$ cat config.mk
export PLATFORM = sky130hd
export DESIGN_NAME = div_unit
export DESIGN_NICKNAME = d
export VERILOG_FILES = /design/src/rtl/div_unit.sv
export SDC_FILE = /design/constraint.sdc
export NUM_CORES = 1
export LEC_CHECK = 0
export ABC_CLOCK_PERIOD_IN_PS = 6000
export CELL_PAD_IN_SITES_DETAIL_PLACEMENT = 0
export CELL_PAD_IN_SITES_GLOBAL_PLACEMENT = 1
export CORE_ASPECT_RATIO = 1.5
export CORE_MARGIN = 10
export CORE_UTILIZATION = 44
export CTS_CLUSTER_DIAMETER = 80
export DETAILED_ROUTE_END_ITERATION = 8
export PLACE_DENSITY_LB_ADDON = 0.05
export SETUP_SLACK_MARGIN = 0.15
export SLEW_MARGIN = 15
export SYNTH_ARGS = -nofsm -noshare
export SYNTH_HDL_FRONTEND = slang
export SYNTH_SLANG_ARGS = --single-unit
$ cat constraint.sdc
create_clock -name clk -period 6 [get_ports clk]
set_input_delay 0.6 -clock clk [delete_from_list [all_inputs] [get_ports clk]]
set_output_delay 0.6 -clock clk [all_outputs]
set_load 0.01 [all_outputs]
$ cat src/rtl/div_unit.sv
// div_unit: iterative radix-2 restoring divider for DIV/DIVU in the EX stage.
// The dividend and divisor are reduced to magnitudes at issue. One quotient bit
// is produced per clock over DW clocks. Signs are then re-applied to the results.
// The quotient goes to lo and the remainder to hi.
// Optional feature macro: DIV_ZERO_FAST_EN. When it is defined, a divide by zero
// completes in the cycle after issue and the RUN state is skipped.
module div_unit #(
    parameter int DW    = 32,
    parameter int CNT_W = 6
) (
    input  logic          clk,
    input  logic          resetn,
    input  logic          start,
    input  logic          mdsign,
    input  logic [DW-1:0] a,
    input  logic [DW-1:0] b,
    input  logic          flush,
    output logic          busy,
    output logic          done,
    output logic [DW-1:0] hi,
    output logic [DW-1:0] lo
);

    typedef enum logic [0:0] {
        ST_IDLE = 1'b0,
        ST_RUN  = 1'b1
    } state_t;

    // Two's-complement negation within DW bits.
    function automatic logic [DW-1:0] neg2c(input logic [DW-1:0] x);
        return (~x) + {{(DW-1){1'b0}}, 1'b1};
    endfunction

    // Magnitude of x. The negation is only applied for signed operands.
    // The most negative value maps onto itself, which is still correct as unsigned.
    function automatic logic [DW-1:0] abs2c(input logic [DW-1:0] x, input logic en);
        return (en && x[DW-1]) ? neg2c(x) : x;
    endfunction

    state_t           state_q, state_d;
    logic [CNT_W-1:0] cnt_q, cnt_d;
    logic [DW-1:0]    dvd_q, dvd_d;       // dividend magnitude, shifted out msb first
    logic [DW-1:0]    dvs_q, dvs_d;       // divisor magnitude
    logic [DW-1:0]    rem_q, rem_d;       // partial remainder
    logic [DW-1:0]    quo_q, quo_d;       // partial quotient
    logic             neg_quo_q, neg_quo_d;
    logic             neg_rem_q, neg_rem_d;
    logic             bzero_q, bzero_d;   // divisor was zero: quotient forced to all ones
    logic             busy_q, busy_d;
    logic             done_q, done_d;
    logic [DW-1:0]    hi_q, hi_d;
    logic [DW-1:0]    lo_q, lo_d;

    logic [DW:0]      rem_shift_s;
    logic             ge_s;
    logic [DW-1:0]    rem_sub_s;
    logic [DW-1:0]    rem_next_s;
    logic [DW-1:0]    quo_next_s;
    logic             fast_zero_s;
    logic             last_s;

    // One restoring step: shift in the next dividend bit, then subtract if it fits.
    always_comb begin
        rem_shift_s = {rem_q, dvd_q[DW-1]};
        ge_s        = (rem_shift_s >= {1'b0, dvs_q});
        rem_sub_s   = rem_shift_s[DW-1:0] - dvs_q;
        if (ge_s) begin
            rem_next_s = rem_sub_s;
        end else begin
            rem_next_s = rem_shift_s[DW-1:0];
        end
        quo_next_s = {quo_q[DW-2:0], ge_s};
        last_s     = (cnt_q == CNT_W'(DW - 1));
`ifdef DIV_ZERO_FAST_EN
        fast_zero_s = (b == {DW{1'b0}});
`else
        fast_zero_s = 1'b0;
`endif
    end

    // Next-state, datapath load/iterate and result write-back.
    always_comb begin
        state_d   = state_q;
        cnt_d     = cnt_q;
        dvd_d     = dvd_q;
        dvs_d     = dvs_q;
        rem_d     = rem_q;
        quo_d     = quo_q;
        neg_quo_d = neg_quo_q;
        neg_rem_d = neg_rem_q;
        bzero_d   = bzero_q;
        busy_d    = busy_q;
        done_d    = 1'b0;
        hi_d      = hi_q;
        lo_d      = lo_q;

        if (flush) begin
            // Cancel wins over everything. Any issuing start is dropped and hi/lo are left untouched.
            state_d = ST_IDLE;
            busy_d  = 1'b0;
            cnt_d   = {CNT_W{1'b0}};
        end else begin
            case (state_q)
                ST_IDLE: begin
                    busy_d = 1'b0;
                    if (start) begin
                        if (fast_zero_s) begin
                            lo_d   = {DW{1'b1}};
                            hi_d   = a;
                            done_d = 1'b1;
                        end else begin
                            dvd_d     = abs2c(a, mdsign);
                            dvs_d     = abs2c(b, mdsign);
                            neg_quo_d = mdsign & (a[DW-1] ^ b[DW-1]);
                            neg_rem_d = mdsign & a[DW-1];
                            bzero_d   = (b == {DW{1'b0}});
                            rem_d     = {DW{1'b0}};
                            quo_d     = {DW{1'b0}};
                            cnt_d     = {CNT_W{1'b0}};
                            busy_d    = 1'b1;
                            state_d   = ST_RUN;
                        end
                    end else begin
                        state_d = ST_IDLE;
                    end
                end
                ST_RUN: begin
                    rem_d = rem_next_s;
                    quo_d = quo_next_s;
                    dvd_d = {dvd_q[DW-2:0], 1'b0};
                    cnt_d = cnt_q + CNT_W'(1);
                    if (last_s) begin
                        // With a zero divisor the remainder is |a|. Re-signing it gives back the raw a.
                        if (bzero_q) begin
                            lo_d = {DW{1'b1}};
                        end else if (neg_quo_q) begin
                            lo_d = neg2c(quo_next_s);
                        end else begin
                            lo_d = quo_next_s;
                        end
                        if (neg_rem_q) begin
                            hi_d = neg2c(rem_next_s);
                        end else begin
                            hi_d = rem_next_s;
                        end
                        done_d  = 1'b1;
                        busy_d  = 1'b0;
                        state_d = ST_IDLE;
                    end else begin
                        busy_d = 1'b1;
                    end
                end
                default: begin
                    state_d = ST_IDLE;
                    busy_d  = 1'b0;
                end
            endcase
        end
    end

    // State and datapath registers, asynchronously cleared.
    always_ff @(posedge clk or negedge resetn) begin
        if (!resetn) begin
            state_q   <= ST_IDLE;
            cnt_q     <= {CNT_W{1'b0}};
            dvd_q     <= {DW{1'b0}};
            dvs_q     <= {DW{1'b0}};
            rem_q     <= {DW{1'b0}};
            quo_q     <= {DW{1'b0}};
            neg_quo_q <= 1'b0;
            neg_rem_q <= 1'b0;
            bzero_q   <= 1'b0;
            busy_q    <= 1'b0;
            done_q    <= 1'b0;
            hi_q      <= {DW{1'b0}};
            lo_q      <= {DW{1'b0}};
        end else begin
            state_q   <= state_d;
            cnt_q     <= cnt_d;
            dvd_q     <= dvd_d;
            dvs_q     <= dvs_d;
            rem_q     <= rem_d;
            quo_q     <= quo_d;
            neg_quo_q <= neg_quo_d;
            neg_rem_q <= neg_rem_d;
            bzero_q   <= bzero_d;
            busy_q    <= busy_d;
            done_q    <= done_d;
            hi_q      <= hi_d;
            lo_q      <= lo_d;
        end
    end

    assign busy = busy_q;
    assign done = done_q;
    assign hi   = hi_q;
    assign lo   = lo_q;

endmodule

# Yosys cells after proc, flatten, opt, wreduce, memory -nomap -nowiden
# Index checks and enable logic that the tools add are counted.
# Widths: inputs -> output; s select.
[totals]
regBits = 202
output_inout_bits = 66
elab_cells = 63
[classes]
n_addsub = 6
order_cmp = 1
eq_ne = 4
mux = 25
n_bitwise = 9
reduce_logical = 6
[op_table]
columns = ["operator", "n"]
rows = [
  ["$mux 32", 12],
  ["$add 32x1->32 const B", 4],
  ["$not 32->32", 4],
  ["$pmux 32 s2", 2],
  ["$pmux 31 s2", 1],
  ["$ge 33x32->1", 1],
  ["$logic_not 32->1", 1],
  ["$sub 32x32->32", 1],
  ["$mux 6", 2],
  ["$pmux 6 s2", 1],
  ["$add 6x1->6 const B", 1],
  ["$eq 6x5->1 const B", 1],
  ["$reduce_and 3->1", 2],
  ["$mux 1", 5],
  ["$pmux 1 s2", 2],
  ["$ne 3x3->1 const B", 1],
  ["$and 1x1->1", 2],
  ["$logic_and 1x1->1", 2],
  ["$ne 2x1->1 const B", 1],
  ["$ne 2x2->1 const B", 1],
  ["$not 1->1", 2],
  ["$reduce_and 2->1", 1],
  ["$xor 1x1->1", 1],
]

# Depth between registers and ports, before layout
# Gate-level depths: netlist of the first run.
[logic_depth]
word_depth = 7
depth_mapped = 22
ltp_nobuf = 18

# Least setup slack after synthesis of the first run
# No wires, ideal clock.
[synth_timing]
path_kind = "register -> register"
start = "reg rem_q[3]"
end = "reg hi_q[30] (netlist: hi[30])"
setup_ps = 132
arrival_time_ps = 4264
setup_slack_ps = 1604
stages_incl_launch_ff = 21
path_buffers = 3
synth_period_minus_slack_ps = 4396
cell_sequence = "dfrtp_1 ha_1 buf_6 a21o_1 a31o_1 o21a_2 o311ai_4 nand2_8 inv_4 buf_2 buf_4 mux2i_1 ha_1 nand3_1 o22ai_1 or2_2 nor4b_2 o2111ai_2 o41ai_2 xnor2_1 o21ai_1"
[synth_between]
elab_chain_cells = 7
word_cells_on_any_way = 8
classes_between = "2 x add/sub; 1 x order compare; 4 x mux; 1 x bitwise"
[synth_rtl]
columns = ["item", "line_no", "source"]
rows = [
  ["start, declared", "44", "logic [DW-1:0] rem_q, rem_d;"],
  ["start signal, assigned", "168", "rem_q <= {DW{1'b0}};"],
  ["start signal, assigned", "182", "rem_q <= rem_d;"],
  ["$sub 32x32->32 or $ge 33x32->1 (tied branches)", "66, 65", ""],
  ["$mux 32 *", "67", "if (ge_s) begin"],
  ["$not 32->32", "31", "return (~x) + {{(DW-1){1'b0}}, 1'b1};"],
  ["$add 32x1->32", "31", ""],
  ["$mux 32 *", "141", "if (neg_rem_q) begin"],
  ["$mux 32 *", "132", "if (last_s) begin"],
  ["$mux 32 *", "103", "case (state_q)"],
  ["end signal, assigned", "175", "hi_q <= {DW{1'b0}};"],
  ["end signal, assigned", "189", "hi_q <= hi_d;"],
  ["end, declared", "51", "logic [DW-1:0] hi_q, hi_d;"],
]
# Every way passes the cells marked *; elsewhere a longest branch is shown, timed or not. The select of a mux whose other input is x is not followed.
# A chain may end at the register's enable or synchronous reset.

# Worst setup path in the final report of the first run
[layout_timing]
start = "reg rem_q[9]"
end = "reg hi_q[28] (netlist: hi[28])"
# The elaborated chain is that of the path after synthesis.

==> results of run 1 <==
## layout by cell type, fill, tap and decap left out, types with 9 or more instances in the layout
| master | count |
|---|---|
| a21o_1 | 12 |
| a21oi_1 | 138 |
| a22o_1 | 31 |
| a31oi_1 | 15 |
| and2_1 | 15 |
| and3_1 | 11 |
| buf_4 | 9 |
| clkbuf_16 | 22 |
| clkdlybuf4s50_1 | 133 |
| dfrtp_1 | 201 |
| ha_1 | 37 |
| inv_1 | 50 |
| mux2i_1 | 18 |
| nand2_1 | 219 |
| nand2b_1 | 13 |
| nand3_1 | 19 |
| nand4_1 | 13 |
| nor2_1 | 126 |
| nor3_1 | 32 |
| nor4_1 | 18 |
| o21ai_0 | 198 |
| o21ai_1 | 12 |
| o31ai_1 | 21 |
| o41ai_1 | 12 |
| or3_1 | 12 |
| or4_1 | 10 |
| xnor2_1 | 74 |
| xor2_1 | 59 |
## metrics by stage
step | setup WS (ns) | instance area [µm²] | power [W] | hold slack [ns] | cells
global route | 0.3736 | 15490 | 0.007675 | 0.2379 | 2070
detailed placement | 0.7910 | 14790 | 0.005832 | 0.4623 | 2033
CTS | 0.7591 | 15490 | 0.007216 | 0.2077 | 2070
finish | 0.6791 | 15490 | 0.007184 | 0.1570 | 2070
floorplan | 1.604 | 13250 | 0.004651 | 0.3044 | 1584
global placement | 0.9157 | 14780 | 0.005824 | 0.4621 | 2033
## worst paths after layout
kind | startpoint | end | slack (ns) | cells past startpoint
max in group asynchronous | resetn | lo[15]$_DFFE_PN0P_ | 4.40 | 2
min in group clk | dvs_q[26]$_DFFE_PN0P_ | dvs_q[26]$_DFFE_PN0P_ | 0.48 | 2
min reg2reg | dvs_q[26]$_DFFE_PN0P_ | dvs_q[26]$_DFFE_PN0P_ | 0.48 | 2
max | rem_q[9]$_DFFE_PN0P_ | hi[28]$_DFFE_PN0P_ | 0.68 | 17
min | resetn | dvs_q[25]$_DFFE_PN0P_ | 0.16 | 1
max reg2reg | rem_q[9]$_DFFE_PN0P_ | hi[28]$_DFFE_PN0P_ | 0.68 | 17
## where the power goes
part	internal, W	total [W]	switching (W)
Sequential	0.00153	0.00173	0.000202
Clock	0.000770	0.00135	0.000582
Combinational	0.00142	0.00410	0.00268
## worst max-delay path, cell delays in order (launching register included)
cell	delay, ns
dfrtp_1	0.43
ha_1	0.43
a21oi_1	0.24
o21ai_0	0.14
a21o_1	0.27
o311ai_4	0.58
nand2_8	0.29
inv_4	0.45
mux2i_1	0.34
ha_1	0.28
nand3_1	0.13
nor3_1	0.17
or2_2	0.17
nor4b_2	0.31
o2111ai_2	0.30
o31ai_1	0.37
xor2_1	0.17
o21ai_0	0.09
## sequential cells by signal, indices dropped and copies added, names as in the netlist
name and flops:
busy 1, bzero_q 1, cnt_q 6, done 1, dvd_q 32, dvs_q 32, hi 32, lo 32
neg_quo_q 1, neg_rem_q 1, quo_q 31, rem_q 32
## kinds of logic after synthesis
group           after synthesis  share of synthesized area, %
xor+xnor                    133                         8.795
compound gates              518                         24.44
simple gates                532                         18.91
flops                       202                         38.16
fa+ha+maj                    38                         3.646
buf+inv                     141                         4.430
mux                          20                         1.615
## metal layers
layer,wire length (µm),vias to the layer above,GRT usage [%]
li1,-,5806,-
met1,15150,5723,22.28
met2,22770,247,41.39
met3,1281,99,2.704
met4,2134,0,10.95
met5,0,-,0
## cell type report
type	instances	share of cell area, %
clock inverter	6	0.4928
timing repair buffer	143	9.120
sequential	202	32.64
multi-input combinational	1241	49.24
inverter	52	1.276
clock buffer	31	4.031
tap	395	3.191
==> impl_metrics.tcl, run 1 <==
set metrics [dict create \
    status "finished clean" \
    syn_area_mm2 0.01325 \
    diodes 0 \
    syn_nets 1691 \
    multi_input_area_mm2 0.007627 \
    min_period_ns 5.321 \
    max_freq_mhz 187.9 \
    avgSynthCellArea_um2 8.362 \
    synth_cell_types 90 \
    worst_pin_slew_ns 1.064 \
    cts_tree "built" \
    timing.setup.tns_ns 0 \
    synth_top_area_share_pct 38.16 \
    drive_gt1_share_pct 4.716 \
    core_area_mm2 0.02958 \
    start_util_pct 44.78 \
    nets 1769 \
    hold_violations 0 \
    power_density_mw_per_mm2 463.8 \
    synthArstFlopShare_pct 100.0 \
    crit_arrival_ns 5.71 \
    end_kind "register" \
    dp_hpwl_um 31220 \
    crit_path_start_kind "register" \
    post_cts.repair.setup_buffers 0 \
    ys.flop_type "dfrtp_1" \
    ys_seq_area_share_pct 38.16 \
    cts_buffer_depth 3 \
    ctsResizeCount 0 \
    path_max_fanout 41 \
    grt_pass1_vias 12000 \
    fillerInstances 2908 \
    regArea_mm2 0.005056 \
    cts-root-buf "clkbuf_16" \
    overflow 0 \
    via_per_inst 5.737 \
    path_class "reg2reg" \
    drt.antenna.violating_nets 0 \
    fp.dieH_um 232.5 \
    hold_path.class "in2async" \
    die_area_mm2 0.03759 \
    io_buffer_count 134 \
    fin_crit_sh_pct 88.68 \
    finClkSkew_ns 0.02088 \
    antenna_found_initial 0 \
    wl_per_cell_um 19.97 \
    maxCapViolCount 0 \
    rows 77 \
    synth.area.top_cells "dfrtp_1 (38%), o21ai_0 (7.5%), nand2_1 (6.2%)" \
    yosys_register_bits 202 \
    yosysMostFrequentCell "nand2_1" \
    drv_slew 0 \
    p_leak_nw 6.573 \
    io_pins 135 \
    cts.reportedPaths.clkPinSlew_ns 0.06 \
    cts_sinks 202 \
    htreeDepth 1 \
    syn_inst 1584 \
    cts_buffers 22 \
    ctsHoldBuffers 0 \
    ys_warn_count 0 \
    grt_usage_pct 21.54 \
    drt_iter0_drc 703 \
    synthToLayoutAreaGrowth_pct 16.94 \
    route.final.wire_length_um 41330 \
    synthTopCellsByCount "nand2_1 (219), dfrtp_1 (202), o21ai_0 (198)" \
    vias 11880 \
    first_pass_iters 5 \
    dieWidth_um 161.7 \
    cp.required_ns 6.39 \
    grt_pass1_wl_um 65310 \
    yosysTopAreaCell "dfrtp_1" \
    finalSetupViolCount 0 \
    vdd_drop_max_mv 0.2501 \
    fin_util_pct 52.37 \
    drc 0 \
    rsz0062_at_grt "false" \
    synth_edf_count 0 \
    insertion_delay_ns 0.53 \
    slew_headroom_pct 27.21 \
    grt_start_max_net_pins 112 \
    gp_congestion 0.8886 \
]
Power figures use the tool's default switching activity.
==> inputs of run 2 (changes only) <==
--- a/config.mk
+++ b/config.mk
@@ -5,7 +5,7 @@
 export SDC_FILE = /design/constraint.sdc
 export NUM_CORES = 1
 export LEC_CHECK = 0
-export ABC_CLOCK_PERIOD_IN_PS = 6000
+export ABC_CLOCK_PERIOD_IN_PS = 5730
 export CELL_PAD_IN_SITES_DETAIL_PLACEMENT = 0
 export CELL_PAD_IN_SITES_GLOBAL_PLACEMENT = 1
 export CORE_ASPECT_RATIO = 1.5
==> constraint.sdc (replaced) <==
create_clock -name clk -period 5.73 [get_ports clk]
set_input_delay 0.573 -clock clk [delete_from_list [all_inputs] [get_ports clk]]
set_output_delay 0.573 -clock clk [all_outputs]
set_load 0.01 [all_outputs]
==> run 2 against run 1 <==
  * Total power increased by 5.7%
  * Via count down 0.29%
  * Clock skew increased by 0.0043 ns
  * Sequential share of layout area decreased by 0.084 points
  * Flip-flop and latch count stayed put
  * Count of clock-buffer cells in the layout fell by 1
  * Largest cell class unchanged
==> impl_metrics.tcl, run 2 (synthesis gave the netlist of run 1 again) <==
set metrics [dict create \
    status "finished clean" \
    io_pins 135 \
    final_common_cell "nand2_1" \
    path_buf_inv 1 \
    vdd_drop_max_mv 0.2916 \
    drv_slew 0 \
    slew_headroom_pct 38.44 \
    finalSetupViolCount 0 \
    path_max_fanout 34 \
    p_int_w 0.003928 \
    core_area_mm2 0.02958 \
    cpMaxStageDelayCell "o311ai_4" \
    end_kind "register" \
    cts-root-buf "clkbuf_16" \
    power_density_mw_per_mm2 489.0 \
    crit_path_start_kind "register" \
    min_period_ns 4.976 \
    htreeDepth 1 \
    diodes 0 \
    rsz0062_at_grt "false" \
    insertion_delay_ns 0.55 \
    max_freq_mhz 201.0 \
    cts_buffer_depth 3 \
    drt.antenna.violating_nets 0 \
    post_cts.repair.setup_buffers 0 \
    cts_sinks 202 \
    r2r_end "hi[28]$_DFFE_PN0P_" \
    worst_pin_slew_ns 0.9002 \
    cts.reportedPaths.clkPinSlew_ns 0.06 \
    reg2regPathDepth 17 \
    path_class "reg2reg" \
    r2r_slack_ns 0.75 \
    dp_hpwl_um 31220 \
    route.final.wire_length_um 41600 \
    drive_gt1_share_pct 4.776 \
    dieWidth_um 161.7 \
    wl_per_cell_um 20.10 \
    timing.setup.tns_ns 0 \
    hold_path.class "in2async" \
    ctsResizeCount 0 \
    crit_chain "ha_1 > a21oi_2 > o21ai_0 > a21o_1 > o311ai_4 > nand2_8 > inv_4 > mux2i_1 > ha_1 > nand3_1 > o22ai_1 > or2_2 > nor4b_2 > o2111ai_2 > o31ai_1 > xor2_1 > o21ai_0" \
    fin_crit_sh_pct 86.84 \
    fp.dieH_um 232.5 \
    drc 0 \
    vias 11840 \
    start_util_pct 44.78 \
    p_leak_nw 6.597 \
    grt_pass1_vias 11990 \
    gp_congestion 0.8995 \
    cts_buffers 23 \
    hold_violations 0 \
    finClkSkew_ns 0.02522 \
    ctsHoldBuffers 0 \
    via_per_inst 5.720 \
    cp.required_ns 6.12 \
    timing.critical_path.slowest_cell_delay_ns 0.61 \
    seq_power_share_pct 23.7 \
    overflow 0 \
    switching_power_w 0.003666 \
    first_pass_iters 5 \
    antenna_found_initial 0 \
    pwr-share-clk_pct 19.2 \
    cts_tree "built" \
    fillerInstances 2918 \
    grt_usage_pct 21.65 \
    r2r_start "rem_q[7]$_DFFE_PN0P_" \
    grt_start_max_net_pins 122 \
    power_w 0.007594 \
    rows 77 \
    nets 1769 \
    crit_arrival_ns 5.37 \
    io_buffer_count 134 \
    die_area_mm2 0.03759 \
    layout_common_cells "nand2_1 (219), dfrtp_1 (201), o21ai_0 (198)" \
    maxCapViolCount 0 \
    synthToLayoutAreaGrowth_pct 17.24 \
    grt_pass1_wl_um 65690 \
    drt_iter0_drc 671 \
    crit_start "rem_q[7]$_DFFE_PN0P_" \
    switching_share_pct 48.28 \
    crit_family "compound AO/OA/AOI/OAI gates" \
    p_comb_share_pct 57.0 \
]
## run 2: cell count changes in the layout (fill, tap and decap cells not counted), sizes merged
cell	change
clkbuf	-1
buf	-1
inv	+2
clkinv	+1
clkinvlp	-1
## run 2: per-stage QoR
stage	instance area (µm²)	setup slack (ns)	util, %	hold WS (ns)	std cells
2_1_floorplan	13250	1.334	-	0.2774	1584
5_1_grt	15530	0.3417	52.50	0.08502	2070
6_report	15530	0.7541	52.50	0.01622	2070
3_5_place_dp	14810	0.8357	50.06	0.4690	2032
4_1_cts	15530	0.8119	52.50	0.07985	2070
3_3_place_gp	14800	1.017	50.04	0.4555	2032
## run 2: how the worst max path moves through the flow
| stage | end | slack, ns | depth (start not counted) |
|---|---|---|---|
| finish | hi[28]$_DFFE_PN0P_ | 0.75 | 17 |
| global route | hi[28]$_DFFE_PN0P_ | 0.34 | 17 |
| CTS | hi[28]$_DFFE_PN0P_ | 0.81 | 17 |
| detailed placement | hi[28]$_DFFE_PN0P_ | 0.84 | 17 |
| global placement | hi[28]$_DFFE_PN0P_ | 1.02 | 17 |
| floorplan | hi[30]$_DFFE_PN0P_ | 1.33 | 20 |
## run 2: worst reg2reg max path: stages, from the launching register on
cell and delay [ns]:
dfrtp_1 0.43, ha_1 0.42, a21oi_2 0.19, o21ai_0 0.15, a21o_1 0.30, o311ai_4 0.61
nand2_8 0.30, inv_4 0.16, mux2i_1 0.28, ha_1 0.28, nand3_1 0.11, o22ai_1 0.16
or2_2 0.15, nor4b_2 0.31, o2111ai_2 0.31, o31ai_1 0.38, xor2_1 0.18, o21ai_0 0.10
## run 2: power by group through the flow
stage	logic (W)	clock network, W	registers [W]
after detailed placement	0.00430	0	0.00183
after global routing	0.00471	0.00155	0.00182
final	0.00433	0.00146	0.00180
after CTS	0.00433	0.00149	0.00180
after global placement	0.00430	0	0.00182
after floorplan	0.00314	0	0.00173
## run 2: final cells by class
| cell class | count | area (µm²) | area share (%) |
|---|---|---|---|
| flip-flops and latches | 202 | 5056 | 32.56 |
| well taps | 395 | 494.2 | 3.183 |
| inverters | 52 | 197.7 | 1.273 |
| repair buffers | 142 | 1430 | 9.210 |
| multi-input cells | 1241 | 7627 | 49.12 |
| clock inverters | 8 | 91.34 | 0.5882 |
| clock buffers | 30 | 631.9 | 4.069 |
## run 2: per-layer routing
layer | track usage (%) | vias up | share of wire (%) | wire length (µm)
met3 | 2.739 | 99 | 2.9 | 1203
met5 | 0 | - | 0 | 0
met4 | 11.15 | 0 | 5.1 | 2128
met2 | 41.45 | 214 | 55 | 22840
li1 | - | 5809 | - | -
met1 | 22.42 | 5718 | 37 | 15420
